## src/rtl/cnn_layer_accel_seq_pkg.sv

```systemverilog
// Shared definitions for the CNN layer config-sequence generator: word field
// layout, default geometry, FSM states and the word-pointer advance helper.
package cnn_layer_accel_seq_pkg;

    localparam int WORD_W  = 16;
    localparam int RM_BIT  = 12;
    localparam int RST_BIT = 11;
    localparam int P_BIT   = 10;
    localparam int SEQ_LSB = 0;
    localparam int SEQ_W   = 10;

    localparam int DEF_GROUP_LEN      = 5;
    localparam int DEF_WORDS_PER_BEAT = 8;
    localparam int DEF_NUM_BEATS      = 512;

    localparam int MAX_GROUPS = 512;
    localparam int GRP_W      = 10;
    localparam int POS_W      = 3;

    typedef enum logic [1:0] {
        ST_IDLE,
        ST_LOAD,
        ST_FIN
    } seq_state_t;

    // Position of one word in the global stream as (group, word-in-group).
    typedef struct packed {
        logic [GRP_W-1:0] grp;
        logic [POS_W-1:0] pos;
    } word_ptr_t;

    function automatic word_ptr_t next_ptr(input word_ptr_t p, input int group_len);
        word_ptr_t n;
        if (p.pos == POS_W'(group_len - 1)) begin
            n.grp = p.grp + GRP_W'(1);
            n.pos = '0;
        end else begin
            n.grp = p.grp;
            n.pos = p.pos + POS_W'(1);
        end
        return n;
    endfunction

    // Zero or an oversized request means "load the full table".
    function automatic logic [GRP_W-1:0] eff_groups(input logic [GRP_W-1:0] n);
        if (n == '0 || n > GRP_W'(MAX_GROUPS))
            return GRP_W'(MAX_GROUPS);
        return n;
    endfunction

endpackage

```

## src/rtl/cnn_layer_accel_seq_word.sv

```systemverilog
// Combinational encoder: (group, position-in-group, valid) -> one 16-bit
// sequence word. Invalid slots (past the last group) encode as zero padding.
module cnn_layer_accel_seq_word
    import cnn_layer_accel_seq_pkg::*;
(
    input  logic [GRP_W-1:0]  grp,
    input  logic [POS_W-1:0]  pos,
    input  logic              valid,
    output logic [WORD_W-1:0] word
);

    logic [SEQ_W-1:0] seq;

    // SEQ arithmetic is deliberately truncated to SEQ_W bits (wraps mod 1024).
    always_comb begin
        word = '0;
        seq  = '0;
        if (valid) begin
            case (pos)
                3'd0: begin
                    word[RST_BIT] = 1'b1;
                    word[P_BIT]   = ~grp[0];
                    seq           = grp;
                end
                3'd1: begin
                    word[P_BIT] = grp[0];
                    seq         = SEQ_W'(2) + {grp[SEQ_W-1:1], 1'b0};
                end
                3'd2: seq = grp + SEQ_W'(512);
                3'd3: seq = grp + SEQ_W'(513);
                3'd4: begin
                    word[RM_BIT] = 1'b1;
                    seq          = grp + SEQ_W'(514);
                end
                default: seq = '0;
            endcase
        end
        word[SEQ_LSB +: SEQ_W] = seq;
    end

endmodule

```

## src/rtl/cnn_layer_accel_seq_gen.sv

```systemverilog
// Streams a fixed-length table of 128-bit config beats built from per-group
// sequence words, one beat per cycle under continuous accept.
module cnn_layer_accel_seq_gen
    import cnn_layer_accel_seq_pkg::*;
#(
    parameter int C_NUM_BEATS      = DEF_NUM_BEATS,
    parameter int C_WORDS_PER_BEAT = DEF_WORDS_PER_BEAT,
    parameter int C_GROUP_LEN      = DEF_GROUP_LEN
) (
    input  logic                                 clk_if,
    input  logic                                 rst_n,
    input  logic                                 start,
    input  logic [GRP_W-1:0]                     cfg_num_groups,
    output logic                                 busy,
    output logic                                 done,
    output logic                                 config_valid,
    input  logic                                 config_accept,
    output logic [C_WORDS_PER_BEAT*WORD_W-1:0]   config_data
);

    localparam int              BEAT_W    = $clog2(C_NUM_BEATS);
    localparam logic [BEAT_W-1:0] LAST_BEAT = BEAT_W'(C_NUM_BEATS - 1);

    seq_state_t        state;
    word_ptr_t         ptr_q;
    word_ptr_t         base_ptr;
    logic [GRP_W-1:0]  g_cnt_q;
    logic [GRP_W-1:0]  g_cnt;
    logic [BEAT_W-1:0] beat_cnt;

    word_ptr_t                                     slot_ptr [0:C_WORDS_PER_BEAT];
    logic [C_WORDS_PER_BEAT-1:0][WORD_W-1:0]       beat_nxt;

    logic beat_take;
    assign beat_take = config_valid && config_accept;

    // In IDLE the first beat is built straight from the incoming request so it
    // can be registered on the start cycle; afterwards from the saved pointer.
    always_comb begin
        base_ptr = ptr_q;
        g_cnt    = g_cnt_q;
        if (state == ST_IDLE) begin
            base_ptr = '0;
            g_cnt    = eff_groups(cfg_num_groups);
        end
    end

    assign slot_ptr[0] = base_ptr;

    generate
        for (genvar k = 0; k < C_WORDS_PER_BEAT; k++) begin : g_slot
            cnn_layer_accel_seq_word u_word (
                .grp   (slot_ptr[k].grp),
                .pos   (slot_ptr[k].pos),
                .valid (slot_ptr[k].grp < g_cnt),
                .word  (beat_nxt[k])
            );
            assign slot_ptr[k+1] = next_ptr(slot_ptr[k], C_GROUP_LEN);
        end
    endgenerate

    always_ff @(posedge clk_if or negedge rst_n) begin
        if (!rst_n) begin
            state        <= ST_IDLE;
            ptr_q        <= '0;
            g_cnt_q      <= '0;
            beat_cnt     <= '0;
            busy         <= 1'b0;
            done         <= 1'b0;
            config_valid <= 1'b0;
            config_data  <= '0;
        end else begin
            case (state)
                ST_IDLE: begin
                    if (start) begin
                        state        <= ST_LOAD;
                        busy         <= 1'b1;
                        config_valid <= 1'b1;
                        config_data  <= beat_nxt;
                        ptr_q        <= slot_ptr[C_WORDS_PER_BEAT];
                        g_cnt_q      <= g_cnt;
                        beat_cnt     <= '0;
                    end
                end
                ST_LOAD: begin
                    if (beat_take) begin
                        if (beat_cnt == LAST_BEAT) begin
                            state        <= ST_FIN;
                            busy         <= 1'b0;
                            done         <= 1'b1;
                            config_valid <= 1'b0;
                            config_data  <= '0;
                        end else begin
                            beat_cnt    <= beat_cnt + BEAT_W'(1);
                            config_data <= beat_nxt;
                            ptr_q       <= slot_ptr[C_WORDS_PER_BEAT];
                        end
                    end
                end
                ST_FIN: begin
                    state <= ST_IDLE;
                    done  <= 1'b0;
                end
                default: begin
                    state        <= ST_IDLE;
                    busy         <= 1'b0;
                    done         <= 1'b0;
                    config_valid <= 1'b0;
                end
            endcase
        end
    end

endmodule

```

## config.mk

```make
export PLATFORM = sky130hd
export DESIGN_NAME = cnn_layer_accel_seq_gen
export DESIGN_NICKNAME = d
export VERILOG_FILES = /design/src/rtl/cnn_layer_accel_seq_pkg.sv /design/src/rtl/cnn_layer_accel_seq_word.sv /design/src/rtl/cnn_layer_accel_seq_gen.sv
export SDC_FILE = /design/constraint.sdc
export NUM_CORES = 1
export LEC_CHECK = 0
export BUFFER_PORTS_ARGS = -buffer_cell sky130_fd_sc_hd__buf_2
export CAP_MARGIN = 20
export CORE_UTILIZATION = 45
export DETAILED_ROUTE_END_ITERATION = 8
export GPL_TIMING_DRIVEN = 0
export PLACE_DENSITY_LB_ADDON = 0.25
export SYNTH_ARGS = -nofsm -noshare
export SYNTH_HDL_FRONTEND = slang
export SYNTH_SLANG_ARGS = --single-unit
export TNS_END_PERCENT = 5
```

## constraint.sdc

```tcl
create_clock -name clk_if -period 14.6 [get_ports clk_if]
set_input_delay 4.38 -clock clk_if [delete_from_list [all_inputs] [get_ports clk_if]]
set_output_delay 4.38 -clock clk_if [all_outputs]
set_load 0.005 [all_outputs]
```

==> results of run 1 <==
area by class of cell:
class	count	area, µm²	area share
Multi-Input combinational cell	1384	9480	0.610
Timing Repair Buffer	129	678	0.0437
Clock inverter	14	146	0.00943
Tap cell	390	488	0.0314
Buffer	96	546	0.0351
Inverter	66	253	0.0163
Clock buffer	18	439	0.0283
Sequential cell	140	3500	0.226
cells by family after synthesis:
family | Yosys count | synth area share
AND/OR/NAND/NOR | 602 | 0.222
AO/OA/AOI/OAI | 512 | 0.250
buffers and inverters | 162 | 0.0583
flip-flops | 140 | 0.256
XOR/XNOR | 123 | 0.101
adder cells (fa/ha/maj) | 102 | 0.0931
multiplexers | 21 | 0.0192
other | 1 | 0.000274
per-stage QoR:
stage                     setup WS [ns]  utilization
after CTS                          1.48        0.521
after global routing              0.639        0.521
after detailed placement           1.54        0.501
after global placement             1.16        0.499
after floorplan                    4.36            -
final                              1.41        0.521
registers in the layout (all words and copies together) (netlist names):
name / cells
config_data: 104
ptr_q: 13
g_cnt_q: 10
beat_cnt: 9
state: 2
config_valid: 1
done: 1
worst register-to-register path, delay by kind of cell, from the launching register on:
family                     cells  cell delay, ns
muxes                          1            0.30
xor gates and xnor gates       4            2.17
AOI/OAI and AO/OA              9            2.00
and+or+nand+nor               11            1.96
buffers and inverters         16            4.11
DFF                            1            0.40
adders and majority gates      7            2.17
layout by cell type (no fill, tap or decap), drive strengths merged, types with 17 or more instances in the layout:
| cell | netlist | final |
|---|---|---|
| conb | 1 | 24 |
| nand2 | 215 | 215 |
| nand4 | 24 | 24 |
| nor3 | 38 | 38 |
| xor2 | 41 | 41 |
| xnor2 | 82 | 82 |
| a21oi | 125 | 125 |
| dfrtp | 140 | 140 |
| clkbuf | 44 | 64 |
| inv | 66 | 74 |
| nor2b | 18 | 18 |
| nand3 | 55 | 55 |
| buf | 52 | 179 |
| nor2 | 130 | 130 |
| o21ai | 151 | 151 |
| nand2b | 27 | 27 |
| a22o | 62 | 62 |
| ha | 101 | 101 |
| and3 | 17 | 17 |
| o21a | 20 | 20 |
layer usage:
| metal | vias to the layer above | wire length (µm) | global-route usage |
|---|---|---|---|
| met4 | 0 | 1750 | 0.126 |
| met5 | - | 0 | 0 |
| met1 | 6620 | 20900 | 0.424 |
| li1 | 6351 | - | - |
| met2 | 655 | 21700 | 0.490 |
| met3 | 118 | 3580 | 0.0461 |
final timing paths:
path / endpoint / slack (ns) / cells after the start
worst max register to register: config_data[121] / 1.41 / 48
worst max-delay path: config_data[121] / 1.41 / 48
max in group asynchronous: config_data[80] / 9.90 / 2
worst min register to register: config_data[50] / 0.48 / 2
worst min-delay path: config_data[50] / 0.48 / 2
min in group asynchronous: config_data[17] / 3.88 / 1
==> results.sh, run 1 <==
export IMPL_cp_arrival_ns=13.58
export IMPL_startpoint="state[0]"
export IMPL_core_area_mm2=0.0298
export IMPL_cts_buffers=17
export IMPL_critPathTopFamily="buffers and inverters"
export IMPL_critPathRequiredTime_ns=14.98
export IMPL_grt_max_degree=83
export IMPL_slew_viol_final=0
export IMPL_io_buffers=119
export IMPL_cts_tree="built"
export IMPL_ys_seq_area_frac=0.256
export IMPL_ys_types=97
export IMPL_fin_nets=1949
export IMPL_firstDrtPassIters=6
export IMPL_overflow=0
export IMPL_post_synth_cell_area_avg_um2=8.23
export IMPL_grt_use_total=0.310
export IMPL_drtIter0Drc=1431
export IMPL_cts_resized=0
export IMPL_die_h_um=176
export IMPL_ioPinCount=145
export IMPL_hold_path_startpoint="config_data[50]"
export IMPL_tightest_slew_ns=1.17
export IMPL_wl_um=47900
export IMPL_timing_final_crit_share=0.904
export IMPL_crit_path_max_incr_delay_ns=0.69
export IMPL_hpwlAfterDp_um=36300
export IMPL_instances_no_fill=2237
export IMPL_dpl_cell_area_mm2=0.0149
export IMPL_rows=63
export IMPL_crit_fanout=10
export IMPL_diodes=0
export IMPL_final_area_mm2=0.0155
export IMPL_tns_ns=0
export IMPL_avgViaCountPerCell=6.14
export IMPL_hold_slack_ns=0.477
export IMPL_syn_inst=1663
export IMPL_area_growth_syn_to_layout_pct=13.5
export IMPL_hp_class="flop to flop"
export IMPL_synthTopCellsByArea="dfrtp_1 (26%), ha_1 (9.2%), nand2_1 (5.8%), o21ai_0 (5.0%), a21oi_1 (4.3%)"
export IMPL_wire_per_inst_um=21.4
export IMPL_clk_latency_ns=0.46
export IMPL_fmax_ghz=0.0758
export IMPL_synthArstFlopShare=1.00
export IMPL_synth_top_cell_by_area="dfrtp_1"
export IMPL_initial_core_util=0.459
export IMPL_dieArea_mm2=0.0311
export IMPL_status="finished clean"
export IMPL_dp_cells=2202
export IMPL_grt_antenna_before_repair=0
export IMPL_clkTransAtPathRegs_ns=0.07
export IMPL_synth_edff_count=0
export IMPL_synth_top_area_frac=0.256
export IMPL_grt_pass1_vias=13100
export IMPL_finalCriticalPeriod_ns=13.19
export IMPL_routabilityCongestion=0.974
export IMPL_cts_setup_buffers=0
export IMPL_fin_skew_ns=0.0107
export IMPL_slew_headroom=0.213
export IMPL_grt_setup_unrepaired="no"
export IMPL_worstSetupStartpointType="flop"
export IMPL_yosysMostFrequentCell="nand2_1"
export IMPL_cp_slowest_cell="xor2_1"
export IMPL_yosys_warnings=0
export IMPL_r2r_start="state[0]"
export IMPL_synth_common_cells="nand2_1 (211), dfrtp_1 (140), o21ai_0 (138), nor2_1 (125), a21oi_1 (118)"
export IMPL_root_buffer="clkbuf_16"
export IMPL_setup_viol=0
export IMPL_ys_ff_latch=140
export IMPL_vias=13700
export IMPL_die_w_um=176
export IMPL_crit_top_cell="ha_1"
export IMPL_htree_num_levels=4
export IMPL_cp_end_kind="flop"
export IMPL_synth_ff_type="dfrtp_1"
export IMPL_cts_hold_buffers_added=0
export IMPL_crit_type="flop to flop"
export IMPL_ant_nets=0
export IMPL_drc=0
export IMPL_drv_cap=0
export IMPL_hold_violations=0
export IMPL_grt_pass1_wl_um=74900
export IMPL_netlist_area_mm2=0.0137
export IMPL_drive_above_1_share=0.166
export IMPL_clockBufferDepth=2
export IMPL_cts_num_sinks=140
export IMPL_fillers=2943
export IMPL_crit_buf_inv=16
Power of run 1 is left out: the tool's default activity adds up to more than one toggle a clock period on the data nets, which glitch-free logic cannot reach.
==> run 2: changes to the inputs <==
Settings changed: BUFFER_PORTS_ARGS -buffer_cell sky130_fd_sc_hd__buf_2 to -buffer_cell sky130_fd_sc_hd__buf_4, CTS_CLUSTER_SIZE from default to 24.
==> run 2 against run 1 <==
  * Wire length shrank 0.12%
  * Die area is the same
  * Clock skew grew 0.0058 ns
  * Final area grew 1.9%
  * Non-clock buffer count shrank 2
  * Fmax shrank 1.2%
  * Count of clock-buffer cells in the layout shrank 1
  * Register-to-register slack lost 0.16 ns
  * Cell count is essentially flat
  * First-iteration DRC count shrank 7.6%
  * Sequential cell count is the same
  * Largest cell class unchanged
==> results.sh, run 2 (synthesis results as in run 1) <==
export IMPL_fin_skew_ns=0.0165
export IMPL_die_h_um=176
export IMPL_overflow=0
export IMPL_hp_class="flop to flop"
export IMPL_routabilityCongestion=0.978
export IMPL_cp_end_kind="flop"
export IMPL_io_buffers=119
export IMPL_grt_pass1_vias=12800
export IMPL_timing_final_crit_share=0.915
export IMPL_cts_setup_buffers=0
export IMPL_cts_hold_buffers_added=0
export IMPL_diodes=0
export IMPL_grt_antenna_before_repair=0
export IMPL_clockBufferDepth=2
export IMPL_fmax_ghz=0.0749
export IMPL_finalCriticalPeriod_ns=13.35
export IMPL_ioPinCount=145
export IMPL_hold_slack_ns=0.486
export IMPL_final_area_mm2=0.0158
export IMPL_hpwlAfterDp_um=36200
export IMPL_setup_viol=0
export IMPL_rows=63
export IMPL_cp_arrival_ns=13.73
export IMPL_crit_path_max_incr_delay_ns=0.79
export IMPL_wire_per_inst_um=21.4
export IMPL_wl_um=47900
export IMPL_worstReg2RegEnd="config_data[121]"
export IMPL_crit_fanout=10
export IMPL_worstSetupStartpointType="flop"
export IMPL_hold_violations=0
export IMPL_drc=0
export IMPL_whs_path_depth=2
export IMPL_tns_ns=0
export IMPL_avgViaCountPerCell=6.15
export IMPL_drv_cap=0
export IMPL_dieArea_mm2=0.0311
export IMPL_area_growth_syn_to_layout_pct=15.6
export IMPL_htree_num_levels=4
export IMPL_root_buffer="clkbuf_16"
export IMPL_cts_tree="built"
export IMPL_largest_register_ff_count=104
export IMPL_layout_common_cells="nand2_1 (211), buf_4 (150), dfrtp_1 (140)"
export IMPL_cts_resized=0
export IMPL_grt_use_total=0.310
export IMPL_setup_ws_ns=1.25
export IMPL_grt_max_degree=83
export IMPL_top_register="config_data"
export IMPL_cts_buffers=17
export IMPL_grt_setup_unrepaired="no"
export IMPL_clkTransAtPathRegs_ns=0.07
export IMPL_reg2reg_depth=52
export IMPL_crit_buf_inv=15
export IMPL_die_w_um=176
export IMPL_hold_path_startpoint="g_cnt_q[8]"
export IMPL_critPathTopFamily="buffers and inverters"
export IMPL_vias=13700
export IMPL_crit_type="flop to flop"
export IMPL_grt_pass1_wl_um=74100
export IMPL_crit_top_cell="ha_1"
export IMPL_pre_cts_slack_ns=1.62
export IMPL_final_common_cell="nand2_1"
export IMPL_ant_nets=0
export IMPL_drtIter0Drc=1322
export IMPL_cp_slowest_cell="o21ai_0"
export IMPL_r2r_start="state[1]"
export IMPL_slew_headroom=0.272
export IMPL_r2r_slack_ns=1.25
export IMPL_clk_latency_ns=0.46
export IMPL_fin_nets=1947
export IMPL_top_regs="config_data x104, ptr_q x13, g_cnt_q x10"
export IMPL_dpl_cell_area_mm2=0.0152
export IMPL_firstDrtPassIters=6
export IMPL_holdPathEnd="g_cnt_q[8]"
export IMPL_cts_num_sinks=140
export IMPL_initial_core_util=0.459
export IMPL_slew_viol_final=0
export IMPL_drive_above_1_share=0.165
export IMPL_status="finished clean"
export IMPL_tightest_slew_ns=1.06
export IMPL_core_area_mm2=0.0298
export IMPL_critPathRequiredTime_ns=14.98
-- run 2: worst max-delay path by stage --
stage / start / to / slack (ns) / cells after the start
4_1_cts: state[1] / config_data[121] / 1.48 / 52
3_5_place_dp: state[1] / config_data[121] / 1.62 / 52
5_1_grt: state[1] / config_data[121] / 0.44 / 52
3_3_place_gp: state[1] / config_data[121] / 1.13 / 47
2_1_floorplan: state[0] / config_data[121] / 4.36 / 48
6_report: state[1] / config_data[121] / 1.25 / 52
-- run 2: layer usage --
layer  vias to the layer above  routed length, µm  track usage
met5                         -                  0            0
met4                         0               2070        0.144
met3                       119               3490       0.0431
met2                       649              21300        0.482
met1                      6618              21100        0.424
li1                       6361                  -            -
-- run 2: final cells by class --
class | instances | area (µm²)
clock inverters | 15 | 168
flip-flops and latches | 140 | 3500
multi-input cells | 1384 | 9480
clock buffers | 17 | 425
plain buffers | 96 | 546
fillers | 2876 | 14000
repair buffers | 127 | 965
inverters | 66 | 253
well taps | 390 | 488
-- run 2: per-stage QoR --
step,utilization,std cells
2_1_floorplan,-,1686
3_3_place_gp,0.509,2195
3_5_place_dp,0.511,2202
4_1_cts,0.531,2234
5_1_grt,0.531,2235
6_report,0.531,2235
-- run 2: worst min-delay path: cells and delay by family, from the launching register on --
family             cells  cell delay, ns
AOI/OAI and AO/OA      1            0.06
DFF                    1            0.34
and+or+nand+nor        1            0.04
Power of run 2 is left out for the same reason.
